--- src/rtl/regfile_dump_reader.sv ---
// Debug read-out engine: walks registers FIRST_REG..LAST_REG through a spare
// register-file read port and streams each word MSB-first as bytes.
//
// state | meaning
// IDLE  | waiting for start; index parked at FIRST_REG
// LOAD  | capture rd for the current index into the shift register
// SEND  | offer shift[31:24]; shift on each accepted byte
// DONE  | one-cycle done pulse; index rewinds to FIRST_REG
module regfile_dump_reader #(
  parameter int FIRST_REG = 0,
  parameter int LAST_REG  = 31
) (
  input  logic        CLK,
  input  logic        reset,
  input  logic        start,
  output logic [4:0]  ra,
  input  logic [31:0] rd,
  output logic [7:0]  tx_data,
  output logic        tx_valid,
  input  logic        tx_ready,
  output logic        busy,
  output logic        done
);

  if (FIRST_REG < 0 || FIRST_REG > LAST_REG || LAST_REG > 31) begin : g_bad_params
    $error("regfile_dump_reader: need 0 <= FIRST_REG <= LAST_REG <= 31");
  end

  localparam logic [4:0] FIRST_IDX = 5'(FIRST_REG);
  localparam logic [4:0] LAST_IDX  = 5'(LAST_REG);

  typedef enum logic [1:0] {
    S_IDLE = 2'd0,
    S_LOAD = 2'd1,
    S_SEND = 2'd2,
    S_DONE = 2'd3
  } state_t;

  state_t      state_q, state_d;
  logic [4:0]  index_q, index_d;
  logic [1:0]  byte_cnt_q, byte_cnt_d;
  logic [31:0] shift_q, shift_d;

  always_ff @(posedge CLK) begin
    if (reset) begin
      state_q    <= S_IDLE;
      index_q    <= FIRST_IDX;
      byte_cnt_q <= 2'd0;
      shift_q    <= 32'd0;
    end else begin
      state_q    <= state_d;
      index_q    <= index_d;
      byte_cnt_q <= byte_cnt_d;
      shift_q    <= shift_d;
    end
  end

  always_comb begin
    state_d    = state_q;
    index_d    = index_q;
    byte_cnt_d = byte_cnt_q;
    shift_d    = shift_q;
    tx_valid   = 1'b0;
    busy       = 1'b0;
    done       = 1'b0;

    case (state_q)
      S_IDLE: begin
        if (start) state_d = S_LOAD;
      end
      S_LOAD: begin
        busy       = 1'b1;
        shift_d    = rd;
        byte_cnt_d = 2'd0;
        state_d    = S_SEND;
      end
      S_SEND: begin
        busy     = 1'b1;
        tx_valid = 1'b1;
        if (tx_ready) begin
          shift_d    = {shift_q[23:0], 8'h00};
          byte_cnt_d = byte_cnt_q + 2'd1;
          // Last-register test comes first so index never wraps past 31.
          if (byte_cnt_q == 2'd3) begin
            if (index_q == LAST_IDX) begin
              state_d = S_DONE;
            end else begin
              index_d = index_q + 5'd1;
              state_d = S_LOAD;
            end
          end
        end
      end
      S_DONE: begin
        done    = 1'b1;
        index_d = FIRST_IDX;
        state_d = S_IDLE;
      end
      default: state_d = S_IDLE;
    endcase
  end

  assign ra      = index_q;
  assign tx_data = shift_q[31:24];

endmodule
--- config.mk ---
export PLATFORM = sky130hd
export DESIGN_NAME = regfile_dump_reader
export DESIGN_NICKNAME = d
export VERILOG_FILES = /design/src/rtl/regfile_dump_reader.sv
export SDC_FILE = /design/constraint.sdc
export NUM_CORES = 1
export LEC_CHECK = 0
export BUFFER_PORTS_ARGS = -buffer_cell sky130_fd_sc_hd__buf_2
export CORE_MARGIN = 2
export CORE_UTILIZATION = 56
export CTS_CLUSTER_DIAMETER = 100
export DETAILED_ROUTE_END_ITERATION = 6
export GPL_TIMING_DRIVEN = 1
export PLACE_DENSITY = 0.86
export SYNTH_ARGS = -nofsm -noshare
export SYNTH_HDL_FRONTEND = slang
export SYNTH_SLANG_ARGS = --single-unit
--- constraint.sdc ---
create_clock -name CLK -period 2.7 [get_ports CLK]
set_input_delay 0 -clock CLK [delete_from_list [all_inputs] [get_ports CLK]]
set_output_delay 0 -clock CLK [all_outputs]
set_load 0.02 [all_outputs]
After elaboration in Yosys (flattened, before gate mapping)
Index checks and enable logic that the tools add are counted.

Add/sub/neg operators: 2. Multipliers: 0. Divide/modulo/power cells: 0. $lt $le $gt $ge: 0. Equality and inequality tests: 9. Shift-type cells: 0. Multiplexer cells: 16. Bitwise operators: 0. Reductions and logical operators: 7.

Operators by type and width (count): case mux 32 bit (2 select lines) (1); two-way mux 32 bit (1); two-way mux 5 bit (3); two-way mux 2 bit (5); case mux 5 bit (2 select lines) (1); inequality test 2 bit, second input constant (4); case mux 2 bit (4 select lines) (1); == test 2 bit, second input constant (3); adder 5 x 1 -> 5 bit, second input constant (1); == test 5 bit, second input constant (1); case mux 2 bit (2 select lines) (1); AND reduction 4 bit (1); nonzero test 2 bit (2); two-way mux 1 bit (3); AND reduction 3 bit (1); adder 2 x 1 -> 2 bit, second input constant (1); == test 2 x 1 -> 1 bit, second input constant (1); logical NOT 2 bit (1); AND reduction 2 bit (1); OR reduction 2 bit (1).

Bits in registers: 41. Bits in latches: 0. RAM bits: 0. Bits in read-only memories: 0. Bits of input ports: 36. Output and inout port bits: 16. Word-level logic and storage cells: 38. Memories: 0.

Depth between registers and ports, before layout
Word-level depth: 5. Mapped depth: 8. Depth with buffers taken out: 7.

Worst setup path before layout
Ideal clock, no wire load.

Kind: reg2reg. Start: register index_q[0], in the netlist ra[0]. End: register index_q[3], in the netlist ra[3]. Library setup time: 0.117 ns. Arrival time: 1.816 ns. Required time: 2.583 ns. Slack: 0.767 ns. Stages on the path, launching flop included: 8. Buffers on the path: 0. Period minus slack after synthesis: 1.933 ns. Cell sequence: dfxtp_1 ha_1 and3_1 ha_1 nand2b_1 a211oi_2 o21ai_1 a32o_1.

Cells in the longest elaborated chain, start to end: 5. Elaborated cells between the ends (all ways): 8. Those cells by class: 1 x add/sub; 2 x eq/ne; 4 x mux; 1 x reduce/logical.

RTL lines: start, declared (line 40) `logic [4:0] index_q, index_d;`; start signal, assigned (line 52) `index_q <= index_d;`; adder 5 x 1 -> 5 bit (line 88) `index_d = index_q + 5'd1;`; two-way mux 5 bit (line 85) `if (index_q == LAST_IDX) begin`; two-way mux 5 bit (line 84) `if (byte_cnt_q == 2'd3) begin`; two-way mux 5 bit (line 80) `if (tx_ready) begin`; case mux 5 bit (2 select lines) (line 67) `case (state_q)`.

Several ways; a longest one is shown, not always the timed one. The select of a mux whose other input is x is not followed. A chain may end at the register's enable or synchronous reset.

Final worst setup path
Start: register state_q[0]. End: register shift_q[22].

Cells in the longest elaborated chain, start to end: 3. Elaborated cells between the ends (all ways): 6. Those cells by class: 3 x eq/ne; 1 x mux; 2 x reduce/logical.

RTL lines: start, declared (line 39) `state_t state_q, state_d;`; start signal, assigned (line 51) `state_q <= state_d;`; == test 2 bit / == test 2 x 1 -> 1 bit (equally long branches) (line 67); inequality test 2 bit (no line) / nonzero test 2 bit (equally long branches); AND reduction 2 bit (no line); end signal, assigned (line 54) `shift_q <= shift_d;`; end, declared (line 42) `logic [31:0] shift_q, shift_d;`.

Several ways; a longest one is shown, not always the timed one.

==> results_tabular.tex <==
\begin{tabular}{lr}
\hline
Metric & Value \\
\hline
\multicolumn{2}{l}{\textbf{Drt}} \\
\quad Vias per cell & 5.29 \\
\quad Total number of vias & 1572 \\
\quad Average routed wire per standard cell & 14.4 µm \\
\quad Starting DRT DRC Count & 90 \\
\quad Post-Route WL & 4.28 mm \\
\quad Number of nets still failing antenna checks after routing & 0 \\
\quad DR pass1 iterations & 4 \\
\quad Total DRC errors in the routed layout & 0 \\
\multicolumn{2}{l}{\textbf{STA}} \\
\quad Count of final hold-check violations & 0 \\
\quad Pin slew with the least headroom to its limit & 0.576 ns \\
\quad Headroom to the max-slew limit & 0.616 \\
\quad Number of pins with negative max-slew slack in the final report & 0 \\
\quad RSZ-0062 raised after global routing & false \\
\quad Hold slack final & 0.00572 ns \\
\quad Final min period & 2.14 ns \\
\quad Final TNS setup & 0 ns \\
\quad Maximum achievable frequency & 467 MHz \\
\quad Final critical-path share of the clock period & 0.793 \\
\quad Maximum clock skew at final layout & 0.00710 ns \\
\quad Number of endpoints failing setup at the final stage & 0 \\
\multicolumn{2}{l}{\textbf{GRT}} \\
\quad Maximum number of pins on one net before global-route repair & 49 \\
\quad First-pass GRT wire length & 6.97 mm \\
\quad Grt ovf & 0 \\
\quad Number of global-route vias before repair & 1570 \\
\quad Number of antenna violations at the first check in global routing & 0 \\
\quad Aggregate global-route resource usage & 0.220 \\
\multicolumn{2}{l}{\textbf{Power}} \\
\quad Static leakage & 1.00 nW \\
\quad Power density over cell area & 1070 nW/µm² \\
\quad Proportion of power drawn by the clock network & 0.164 \\
\quad Relative contribution of sequential cells to total power & 0.372 \\
\quad Cell Int Power & 1.53 mW \\
\quad Switching component of the power & 1.05 mW \\
\quad Combinational Power Share & 0.464 \\
\quad Total Power Consumption & 2.58 mW \\
\quad Peak VDD IR & 0.000673 V \\
\quad Switching Fraction & 0.408 \\
\multicolumn{2}{l}{\textbf{Setup path}} \\
\quad Endpoint kind of the worst setup timing path & register \\
\quad Slowest cell on the critical path & sky130\_fd\_sc\_hd\_\_nand2b\_4 \\
\quad Critical path, cell by cell & inv\_1 > ha\_2 > buf\_4 > nand2\_1 > nand2b\_4 > nor2\_1 > a211oi\_2 \\
\quad Type of the worst setup path & reg2reg \\
\quad Required time of the critical path & 2.98 ns \\
\quad Worst path arrival time & 2.42 ns \\
\quad Critical Path Max Stage Delay & 0.49 ns \\
\quad Type of origin of the critical path & register \\
\quad Maximum fanout along the worst path & 48 \\
\multicolumn{2}{l}{\textbf{Synth}} \\
\quad Synthesized cell area & 2050 µm² \\
\quad Synth Instances & 202 \\
\quad Yosys warning total & 0 \\
\quad Syn\_area\_per\_cell & 10.1 µm² \\
\quad Synthesized flop and latch total & 41 \\
\quad Cell variety after synth & 27 \\
\quad Synthesized netlist net count & 246 \\
\quad Sequential fraction of the synthesis area & 0.400 \\
\multicolumn{2}{l}{\textbf{Clocking}} \\
\quad Maximum buffer depth of the clock tree & 2 \\
\quad Number of buffers created by CTS & 5 \\
\quad Deepest level of the CTS H-tree & 2 \\
\quad Worst-Skew Late Latency & 0.35 ns \\
\quad Post-CTS resize count & 0 \\
\quad Cts-stage hold buffer count & 8 \\
\quad Post-CTS setup buffer count & 0 \\
\quad Master cell of the clock root buffer & sky130\_fd\_sc\_hd\_\_clkbuf\_4 \\
\quad Sinks on the clock net & 41 \\
\quad TritonCTS clock tree & yes \\
\quad Clock transition at the registers of the reported paths & 0.12 ns \\
\multicolumn{2}{l}{\textbf{Floorplan}} \\
\quad Die Span Y & 64.5 µm \\
\quad Starting density of the core & 0.600 \\
\quad Standard-cell row count & 21 \\
\quad Die width & 64.5 µm \\
\quad Floorplan core area & 3420 µm² \\
\quad Ports placed on the boundary & 52 \\
\quad Die area & 4160 µm² \\
\multicolumn{2}{l}{\textbf{Layout}} \\
\quad Most frequent cells in the layout & sky130\_fd\_sc\_hd\_\_buf\_2 (51), sky130\_fd\_sc\_hd\_\_dfxtp\_1 (41), sky130\_fd\_sc\_hd\_\_nor2\_1 (40) \\
\quad Final std cells w/o fill & 297 \\
\quad Nets & 294 \\
\quad Diode insertion count for antenna repair & 0 \\
\quad Proportion of layout cells with a drive suffix above 1 & 0.355 \\
\quad Fillers & 264 \\
\quad Layout overhead on the synthesized area & 17.6\% \\
\quad Post-layout instance area & 2410 µm² \\
\quad Leading cell type in the layout, fill and taps excluded & sky130\_fd\_sc\_hd\_\_buf\_2 \\
\multicolumn{2}{l}{\textbf{Outcome}} \\
\quad Run status & complete, no violations \\
\multicolumn{2}{l}{\textbf{Place}} \\
\quad DP Cell Count & 281 \\
\quad Detailed placer's ending HPWL & 2.97 mm \\
\quad Count of port buffers added during placement & 51 \\
\quad Area after DPL & 2240 µm² \\
\quad Final weighted congestion in routability-driven placement & 0.758 \\
\multicolumn{2}{l}{\textbf{Min path}} \\
\quad Path class of the lowest-slack min-delay path & in2reg \\
\multicolumn{2}{l}{\textbf{Job}} \\
\quad Total of max-cap violations & 0 \\
\hline
\end{tabular}
-- synthesized netlist by cell type (all sizes together) --
library cell | number | share of area
buf | 17 | 0.065
nand2 | 2 | 0.0037
nor4 | 1 | 0.0061
and3 | 2 | 0.0061
clkbuf | 5 | 0.0092
inv | 4 | 0.0073
a211oi | 25 | 0.14
nor3 | 3 | 0.0073
ha | 8 | 0.049
a311oi | 1 | 0.0043
nand2b | 4 | 0.016
nor2 | 40 | 0.073
o21ai | 1 | 0.0024
a32o | 1 | 0.0049
a21oi | 5 | 0.014
dfxtp | 41 | 0.40
a221oi | 1 | 0.0073
nor2b | 5 | 0.015
mux2i | 26 | 0.13
o211a | 1 | 0.0049
a22oi | 8 | 0.029
a32oi | 1 | 0.0043
-- flip-flops by register name, summed over array words and instances, names as in the netlist --
name and cells:
state_q 2, byte_cnt_q 2, shift_q 32, ra 5
-- cells by family (layout without fill, tap and decap cells) --
group,Yosys count,in the layout,synth area share
flip-flops,41,41,0.400
buffers and inverters,26,75,0.0818
AND/OR/NAND/NOR,57,57,0.128
adder cells (fa/ha/maj),8,8,0.0488
AO/OA/AOI/OAI,44,44,0.214
multiplexers,26,26,0.127
-- layer usage --
| metal | part of all wire | global-route usage |
|---|---|---|
| met4 | 0.016 | 0.0798 |
| met5 | 0 | 0 |
| met3 | 0.044 | 0.0608 |
| met2 | 0.51 | 0.395 |
| met1 | 0.43 | 0.250 |
-- power by group through the flow --
stage	Clock [mW]	Combinational (mW)	Sequential (mW)
final	0.425	1.20	0.961
after global placement	0	1.13	0.965
after detailed placement	0	1.18	0.978
after global routing	0.460	1.31	0.992
after floorplan	0	1.10	0.944
after CTS	0.429	1.20	0.963
-- through the flow --
stage          utilization  setup WS, ns
3_3_place_gp         0.656         0.720
3_5_place_dp         0.656         0.593
4_1_cts              0.706         0.555
5_1_grt              0.706         0.419
6_report             0.706         0.559
2_1_floorplan            -         0.767
-- critical path, delay by kind of cell, from the launching register on --
family,cells,cell delay (ns)
simple gates,3,0.83
buf+inv,2,0.42
flops,1,0.36
compound gates,1,0.24
fa+ha+maj,1,0.21
-- final cells by class --
cell class                      count  area, µm²  area share
Multi-Input combinational cell    135       1060       0.441
Inverter                            4       15.0     0.00623
Tap cell                           46       57.6      0.0239
Timing Repair Buffer               63        365       0.152
Clock inverter                      2       37.5      0.0156
Sequential cell                    41        821       0.340
Clock buffer                        6       51.3      0.0213
-- path summary, 6_finish.rpt --
path,from,to,slack (ns),depth (start not counted)
worst min-delay path,rd[31],shift_q[31]$_SDFFE_PP0P_,0.006,3
worst max register to register,state_q[0]$_SDFFE_PP0P_,shift_q[22]$_SDFFE_PP0P_,0.56,7
worst max-delay path,state_q[0]$_SDFFE_PP0P_,shift_q[22]$_SDFFE_PP0P_,0.56,7
worst min register to register,shift_q[9]$_SDFFE_PP0P_,shift_q[9]$_SDFFE_PP0P_,0.51,2
Power figures use the tool's default switching activity.
